===== config.mk =====
export PLATFORM = sky130hd
export DESIGN_NAME = aes_mix_columns_seq_flat
export DESIGN_NICKNAME = d
export VERILOG_FILES = /design/src/rtl/aes_mix_columns_seq_pkg.sv /design/src/rtl/aes_mix_columns_seq_if.sv /design/src/rtl/aes_mix_columns_seq_single_column.sv /design/src/rtl/aes_mix_columns_seq.sv /design/src/flat_wrapper.sv
export SDC_FILE = /design/constraint.sdc
export NUM_CORES = 1
export LEC_CHECK = 0
export CORE_MARGIN = 4
export CORE_UTILIZATION = 35
export CTS_BUF_LIST = sky130_fd_sc_hd__clkbuf_8
export CTS_CLUSTER_SIZE = 20
export DETAILED_ROUTE_END_ITERATION = 10
export PLACE_DENSITY = 0.62
export SYNTH_ARGS = -nofsm -noshare
export SYNTH_HDL_FRONTEND = slang
export SYNTH_SLANG_ARGS = --single-unit

===== constraint.sdc =====
create_clock -name clk_i -period 3.6 [get_ports clk_i]
set_clock_uncertainty 0.2 [all_clocks]
set_input_delay 0.72 -clock clk_i [delete_from_list [all_inputs] [get_ports clk_i]]
set_output_delay 0.72 -clock clk_i [all_outputs]
set_load 0.05 [all_outputs]

===== src/rtl/aes_mix_columns_seq_pkg.sv =====
`default_nettype none
// ============================================================================
// Module   : aes_mix_columns_seq_pkg
// Purpose  : Shared AES definitions for the sequential MixColumns block.
//            Holds the cipher-direction constants, the FSM state encoding
//            and the GF(2^8) constant multipliers.
// Ports    : (package, none)
// Revision : 1.0 - initial release
// ============================================================================
package aes_mix_columns_seq_pkg;

   // Cipher direction, as presented on mode_i
   localparam logic AES_ENC = 1'b0;
   localparam logic AES_DEC = 1'b1;

   // Sequencer states
   typedef enum logic [1:0] {
      AES_ST_IDLE = 2'd0,
      AES_ST_BUSY = 2'd1,
      AES_ST_DONE = 2'd2
   } aes_mc_state_e;

   // Multiply by {02} modulo x^8+x^4+x^3+x+1
   function automatic logic [7:0] aes_mul2(input logic [7:0] a);
      return {a[6:0], 1'b0} ^ (a[7] ? 8'h1b : 8'h00);
   endfunction

   // Multiply by {04}: two successive doublings
   function automatic logic [7:0] aes_mul4(input logic [7:0] a);
      return aes_mul2(aes_mul2(a));
   endfunction

endpackage : aes_mix_columns_seq_pkg
`default_nettype wire


===== src/rtl/aes_mix_columns_seq_if.sv =====
`default_nettype none
// ============================================================================
// Module   : aes_mix_columns_seq_if
// Purpose  : Streaming bus of the sequential MixColumns block.
// Ports    : in_valid_i/in_ready_o/data_i/mode_i - input handshake
//            out_valid_o/out_ready_i/data_o     - output handshake
//            clear_i                            - synchronous flush
//            master modport: producer/consumer side (testbench)
//            slave  modport: the MixColumns block
// Revision : 1.0 - initial release
// ============================================================================
interface aes_mix_columns_seq_if;

   logic         mode_i;
   logic         in_valid_i;
   logic         in_ready_o;
   logic [127:0] data_i;
   logic         clear_i;
   logic         out_valid_o;
   logic         out_ready_i;
   logic [127:0] data_o;

   modport master (
      output mode_i, in_valid_i, data_i, clear_i, out_ready_i,
      input  in_ready_o, out_valid_o, data_o
   );

   modport slave (
      input  mode_i, in_valid_i, data_i, clear_i, out_ready_i,
      output in_ready_o, out_valid_o, data_o
   );

endinterface : aes_mix_columns_seq_if
`default_nettype wire


===== src/rtl/aes_mix_columns_seq_single_column.sv =====
`default_nettype none
// ============================================================================
// Module   : aes_mix_single_column
// Purpose  : Combinational (Inv)MixColumns of one 32-bit state column.
// Ports    : col_i [31:0] - column in, row 0 in bits [31:24]
//            mode_i       - AES_ENC: MixColumns, AES_DEC: InvMixColumns
//            col_o [31:0] - transformed column, same byte order
// Revision : 1.0 - initial release
// ============================================================================
module aes_mix_single_column
   import aes_mix_columns_seq_pkg::*;
(
   input  wire logic [31:0] col_i,
   input  wire logic        mode_i,
   output logic      [31:0] col_o
);

   logic [7:0] a0, a1, a2, a3;
   logic [7:0] u, v;
   logic [7:0] p0, p1, p2, p3;

   always_comb begin
      a0 = col_i[31:24];
      a1 = col_i[23:16];
      a2 = col_i[15:8];
      a3 = col_i[7:0];

      // The inverse matrix factors as MixColumns x circ(05,00,04,00), so the
      // decrypt path only needs this cheap {04} pre-step ahead of the shared
      // forward network.
      u = aes_mul4(a0 ^ a2);
      v = aes_mul4(a1 ^ a3);

      if (mode_i == AES_DEC) begin
         p0 = a0 ^ u;
         p1 = a1 ^ v;
         p2 = a2 ^ u;
         p3 = a3 ^ v;
      end else begin
         p0 = a0;
         p1 = a1;
         p2 = a2;
         p3 = a3;
      end

      // {03}x = {02}x ^ x
      col_o[31:24] = aes_mul2(p0) ^ aes_mul2(p1) ^ p1 ^ p2 ^ p3;
      col_o[23:16] = p0 ^ aes_mul2(p1) ^ aes_mul2(p2) ^ p2 ^ p3;
      col_o[15:8]  = p0 ^ p1 ^ aes_mul2(p2) ^ aes_mul2(p3) ^ p3;
      col_o[7:0]   = aes_mul2(p0) ^ p0 ^ p1 ^ p2 ^ aes_mul2(p3);
   end

endmodule : aes_mix_single_column
`default_nettype wire


===== src/rtl/aes_mix_columns_seq.sv =====
`default_nettype none
// ============================================================================
// Module   : aes_mix_columns_seq
// Purpose  : Sequential AES (Inv)MixColumns. A captured 128-bit state is
//            transformed one column per cycle through a single shared
//            column unit, then held until the consumer takes it.
// Ports    : clk_i  - clock, rising edge
//            rst_ni - asynchronous active-low reset
//            bus    - aes_mix_columns_seq_if.slave (handshakes, data, clear)
// Revision : 1.0 - initial release
// ============================================================================
module aes_mix_columns_seq
   import aes_mix_columns_seq_pkg::*;
(
   input  wire logic              clk_i,
   input  wire logic              rst_ni,
   aes_mix_columns_seq_if.slave   bus
);

   localparam logic [1:0] IDLE = AES_ST_IDLE;
   localparam logic [1:0] BUSY = AES_ST_BUSY;
   localparam logic [1:0] DONE = AES_ST_DONE;

   logic [1:0]   state_q, state_d;
   logic [1:0]   col_cnt_q, col_cnt_d;
   logic [127:0] work_q, work_d;
   logic         mode_q, mode_d;

   logic [31:0]  col_sel;
   logic [31:0]  col_new;

   // Column c occupies bits [127-32c -: 32]
   always_comb begin
      case (col_cnt_q)
         2'd0:    col_sel = work_q[127:96];
         2'd1:    col_sel = work_q[95:64];
         2'd2:    col_sel = work_q[63:32];
         default: col_sel = work_q[31:0];
      endcase
   end

   aes_mix_single_column u_col (
      .col_i  (col_sel),
      .mode_i (mode_q),
      .col_o  (col_new)
   );

   always_comb begin
      state_d   = state_q;
      col_cnt_d = col_cnt_q;
      work_d    = work_q;
      mode_d    = mode_q;

      if (bus.clear_i) begin
         state_d   = IDLE;
         col_cnt_d = 2'd0;
         work_d    = '0;
      end else begin
         case (state_q)
            IDLE: begin
               if (bus.in_valid_i) begin
                  work_d    = bus.data_i;
                  mode_d    = bus.mode_i;
                  col_cnt_d = 2'd0;
                  state_d   = BUSY;
               end
            end
            BUSY: begin
               case (col_cnt_q)
                  2'd0:    work_d[127:96] = col_new;
                  2'd1:    work_d[95:64]  = col_new;
                  2'd2:    work_d[63:32]  = col_new;
                  default: work_d[31:0]   = col_new;
               endcase
               col_cnt_d = col_cnt_q + 2'd1;
               if (col_cnt_q == 2'd3) begin
                  state_d = DONE;
               end
            end
            DONE: begin
               if (bus.out_ready_i) begin
                  state_d = IDLE;
               end
            end
            default: begin
               state_d   = IDLE;
               col_cnt_d = 2'd0;
               work_d    = '0;
            end
         endcase
      end
   end

   always_ff @(posedge clk_i or negedge rst_ni) begin
      if (!rst_ni) begin
         state_q   <= IDLE;
         col_cnt_q <= 2'd0;
         work_q    <= '0;
         mode_q    <= AES_ENC;
      end else begin
         state_q   <= state_d;
         col_cnt_q <= col_cnt_d;
         work_q    <= work_d;
         mode_q    <= mode_d;
      end
   end

   assign bus.in_ready_o  = (state_q == IDLE);
   assign bus.out_valid_o = (state_q == DONE);
   // Partially transformed states never leak onto the output bus
   assign bus.data_o      = (state_q == DONE) ? work_q : 128'h0;

endmodule : aes_mix_columns_seq
`default_nettype wire


===== src/flat_wrapper.sv =====
// flat-port wrapper written by rule: the top's interface ports become plain ports
module aes_mix_columns_seq_flat import aes_mix_columns_seq_pkg::*;
  (clk_i, rst_ni, bus_mode_i, bus_in_valid_i, bus_data_i, bus_clear_i, bus_out_ready_i, bus_in_ready_o, bus_out_valid_o, bus_data_o);
  aes_mix_columns_seq_if bus_i ();
  input  wire logic clk_i;
  input  wire logic rst_ni;
  input wire logic [$bits(bus_i.mode_i)-1:0] bus_mode_i;
  input wire logic [$bits(bus_i.in_valid_i)-1:0] bus_in_valid_i;
  input wire logic [$bits(bus_i.data_i)-1:0] bus_data_i;
  input wire logic [$bits(bus_i.clear_i)-1:0] bus_clear_i;
  input wire logic [$bits(bus_i.out_ready_i)-1:0] bus_out_ready_i;
  output wire logic [$bits(bus_i.in_ready_o)-1:0] bus_in_ready_o;
  output wire logic [$bits(bus_i.out_valid_o)-1:0] bus_out_valid_o;
  output wire logic [$bits(bus_i.data_o)-1:0] bus_data_o;
  assign bus_i.mode_i = bus_mode_i;
  assign bus_i.in_valid_i = bus_in_valid_i;
  assign bus_i.data_i = bus_data_i;
  assign bus_i.clear_i = bus_clear_i;
  assign bus_i.out_ready_i = bus_out_ready_i;
  assign bus_in_ready_o = bus_i.in_ready_o;
  assign bus_out_valid_o = bus_i.out_valid_o;
  assign bus_data_o = bus_i.data_o;
  aes_mix_columns_seq u_core (.clk_i(clk_i), .rst_ni(rst_ni), .bus(bus_i));
endmodule

==> metrics.yaml <==
drv_slew: 0
cts_made_buffers: 17
gp_congestion: 0.944
synth_nets: 1260
holdCritPathClass: "flop to flop"
ant_nets: 0
violations: "setup timing"
antenna_found_initial: 2
dr.pass1.iters: 8
synth-adder-area-share: 0.00506
synth_compound_area_frac: 0.204
cts_tree: "done"
grt_pass1_wl_um: 67800
cp.required_ns: 3.77
drive_above_1_share: 0.395
drcViolationCount: 0
slew_headroom: 0.311
overflow: 0
status: "finished with violations"
multi_input_area_sq_mm: 0.00736
critPathLaunchType: "flop"
grt_max_degree: 87
p_int_uw: 8600
clock_path_buffers: 2
io_buffer_count: 263
nFillCells: 2208
yosysTopAreaCellShare: 0.337
synth_xor_area_frac: 0.187
ys_top_cells_by_area: "dfrtp_1 34%, xnor2_1 7.9%, and2_1 6.7%"
p_switching_uw: 6780
rows: 61
hold_violations: 0
power_density_mw_per_mm2: 872
grt_pass1_vias: 10700
leakage_uw: 0.00739
synth_top_family_by_area: "compound AO/OA/AOI/OAI gates"
synth_warnings: 0
holdPathStages: 2
seqPwrFrac: 0.145
finalNonFillerCells: 1920
dp_hpwl_um: 33800
seq_area_sq_mm: 0.00333
fin_ws_ns: -0.345
crit_fanout: 11
ir_drop_mv: 0.596
seq_area_frac_synth: 0.337
io_pins: 264
hold_ws_ns: 0.342
syn-cell-area_sq_mm: 0.00989
ys_top_cells_by_count: "133 x dfrtp_1, 130 x nor2_1, 106 x and2_1"
dp_cells: 1838
utilization: 0.633
grt_util_all_layers: 0.287
comb_power_share: 0.768
clk_latency_ns: 0.48
final_nets: 1666
die-area_sq_mm: 0.0310
muxShareOfSynthArea: 0.0308
syn_inst: 1122
maxCapViolations: 0
reg2reg_depth: 16
clockPowerShare: 0.086
chipHeight_um: 176
num_vias: 10700
fin_crit_sh: 1.10
wirelength_um: 46200
die_w_um: 176
synth-seq-cells: 133
drt_iter0_drc: 1146
avgViaCountPerCell: 5.55
cts.clk_slew.worst_paths_ns: 0.09
yosys.area.top_type: "dfrtp_1"
fmax_ghz: 0.253
synth_most_common_cell: "dfrtp_1"
avgSynthCellArea_sq_um: 8.81
p_sw_frac: 0.441
worstPathArrival_ns: 4.11
synthFlopType: "dfrtp_1"
area_delta_synth_final_pct: 78.4
rsz0062_at_grt: "true"
clock_sinks: 133
worst-setup-path-type: "flop to flop"
cts-root-buf: "clkbuf_8"
htree_levels: 4
fp.coreArea_sq_mm: 0.0279
synth_edf_count: 0
final.min_clock_period_ns: 3.95
synth_cell_types: 50
synth-simple-area-share: 0.182
setup_violations: 104
worst_pin_slew_ns: 1.03
routedWlPerCell_um: 24.1
async_flop_share: 1.00
cp-end-kind: "flop"
start_util: 0.355
==> layout by cell type (no fill, tap or decap), types with 5 or more instances in the layout <==
cell type	netlist	final
xnor2_2	10	34
a211oi_2	4	68
nand2_2	3	23
a22oi_1	9	6
a21oi_2	2	9
nor2b_1	9	8
xnor2_4	1	14
buf_6	6	34
mux2i_1	25	24
nand2_1	85	63
nor2_1	130	127
inv_6	0	5
buf_4	4	168
xor2_2	2	10
nor3_1	40	38
a311oi_1	26	13
a222oi_1	24	24
clkbuf_8	0	17
a211oi_1	86	22
inv_1	27	25
a21oi_1	102	91
a22o_1	6	6
clkdlybuf4s50_1	0	131
buf_12	0	146
xor2_4	0	7
dfrtp_1	133	133
xnor2_1	89	52
inv_8	0	6
and2_1	106	105
xor2_1	39	24
a311oi_2	0	13
xnor3_1	18	15
o21ai_2	2	8
==> power by group through the flow <==
stage                     sequential, uW  combinational [uW]  clock (uW)
final                               2230               11800        1330
after global routing                2260               12300        1390
after CTS                           2210               10200        1330
after detailed placement            2230                8610           0
after global placement              2240                8560           0
after floorplan                     2060                5400           0
==> cell type report <==
cell class | instances | area share
antenna | 1 | 0.000142
sequential | 133 | 0.189
tap | 378 | 0.0268
inverter | 28 | 0.00596
timing repair buffer | 484 | 0.339
clock buffer | 17 | 0.0133
multi-input combinational | 864 | 0.417
clock inverter | 15 | 0.00887
==> worst paths after layout <==
check	from	to	slack, ns
setup reg to reg	u_core.col_cnt_q[1]	u_core.work_q[84]	-0.35
min in group asynchronous	rst_ni	u_core.work_q[126]	0.55
hold reg to reg	u_core.work_q[23]	u_core.work_q[23]	0.34
max in group asynchronous	rst_ni	u_core.work_q[25]	1.78
hold / removal	u_core.work_q[23]	u_core.work_q[23]	0.34
setup / recovery	u_core.col_cnt_q[1]	u_core.work_q[84]	-0.35
==> cells by family (layout without fill, tap and decap cells) <==
group / count (synthesis) / in the layout
DFF: 133 / 133
buffers and inverters: 125 / 544
adders and majority gates: 4 / 4
AOI/OAI and AO/OA: 287 / 287
other: 0 / 1
muxes: 29 / 29
and+or+nand+nor: 381 / 381
xor gates and xnor gates: 163 / 163
==> critical path, cell delays in order, from the launching register on <==
cell and delay [ns]:
dfrtp_1 0.42, inv_2 0.09, ha_4 0.19, bufbuf_16 0.28
a222oi_1 0.40, buf_4 0.19, xnor2_1 0.07, o21ai_2 0.20
xnor2_1 0.19, nand2_2 0.14, o21ai_1 0.22, buf_4 0.14
xnor3_1 0.35, mux2i_4 0.29, buf_6 0.15, a211oi_1 0.04
nor3_1 0.27
==> routing by layer <==
layer  GRT usage  vias to the layer above  part of all wire
met3      0.0713                       72             0.095
li1            -                     4727                 -
met1       0.391                     5297              0.41
met2       0.456                      562              0.47
met4      0.0809                        0             0.027
met5           0                        -                 0
==> metrics by stage <==
step	cell area, sq um	worst slack [ns]	power [uW]	setup TNS, ns
6_report	17600	-0.345	15400	-15.25
3_3_place_gp	15300	-0.373	10800	-20.64
5_1_grt	17600	-0.521	16000	-32.03
2_1_floorplan	9890	0.00980	7460	0
4_1_cts	16900	-0.251	13800	-7.57
3_5_place_dp	15300	-0.492	10800	-31.42
==> flip-flops by register name, summed over array words and instances, names as in the netlist <==
| name | flops |
|---|---|
| u_core.work_q | 128 |
| u_core.mode_q | 1 |
| u_core.col_cnt_q | 2 |
| u_core.state_q | 2 |
==> timing repair <==
item	in CTS	in global routing
gates resized for setup	156	107
hold endpoints to repair	2	0
hold buffers	1	0
pin swaps	50	43
setup buffers	28	21
setup endpoints to repair	127	128
gates cloned	2	0
Power figures use the tool's default switching activity.
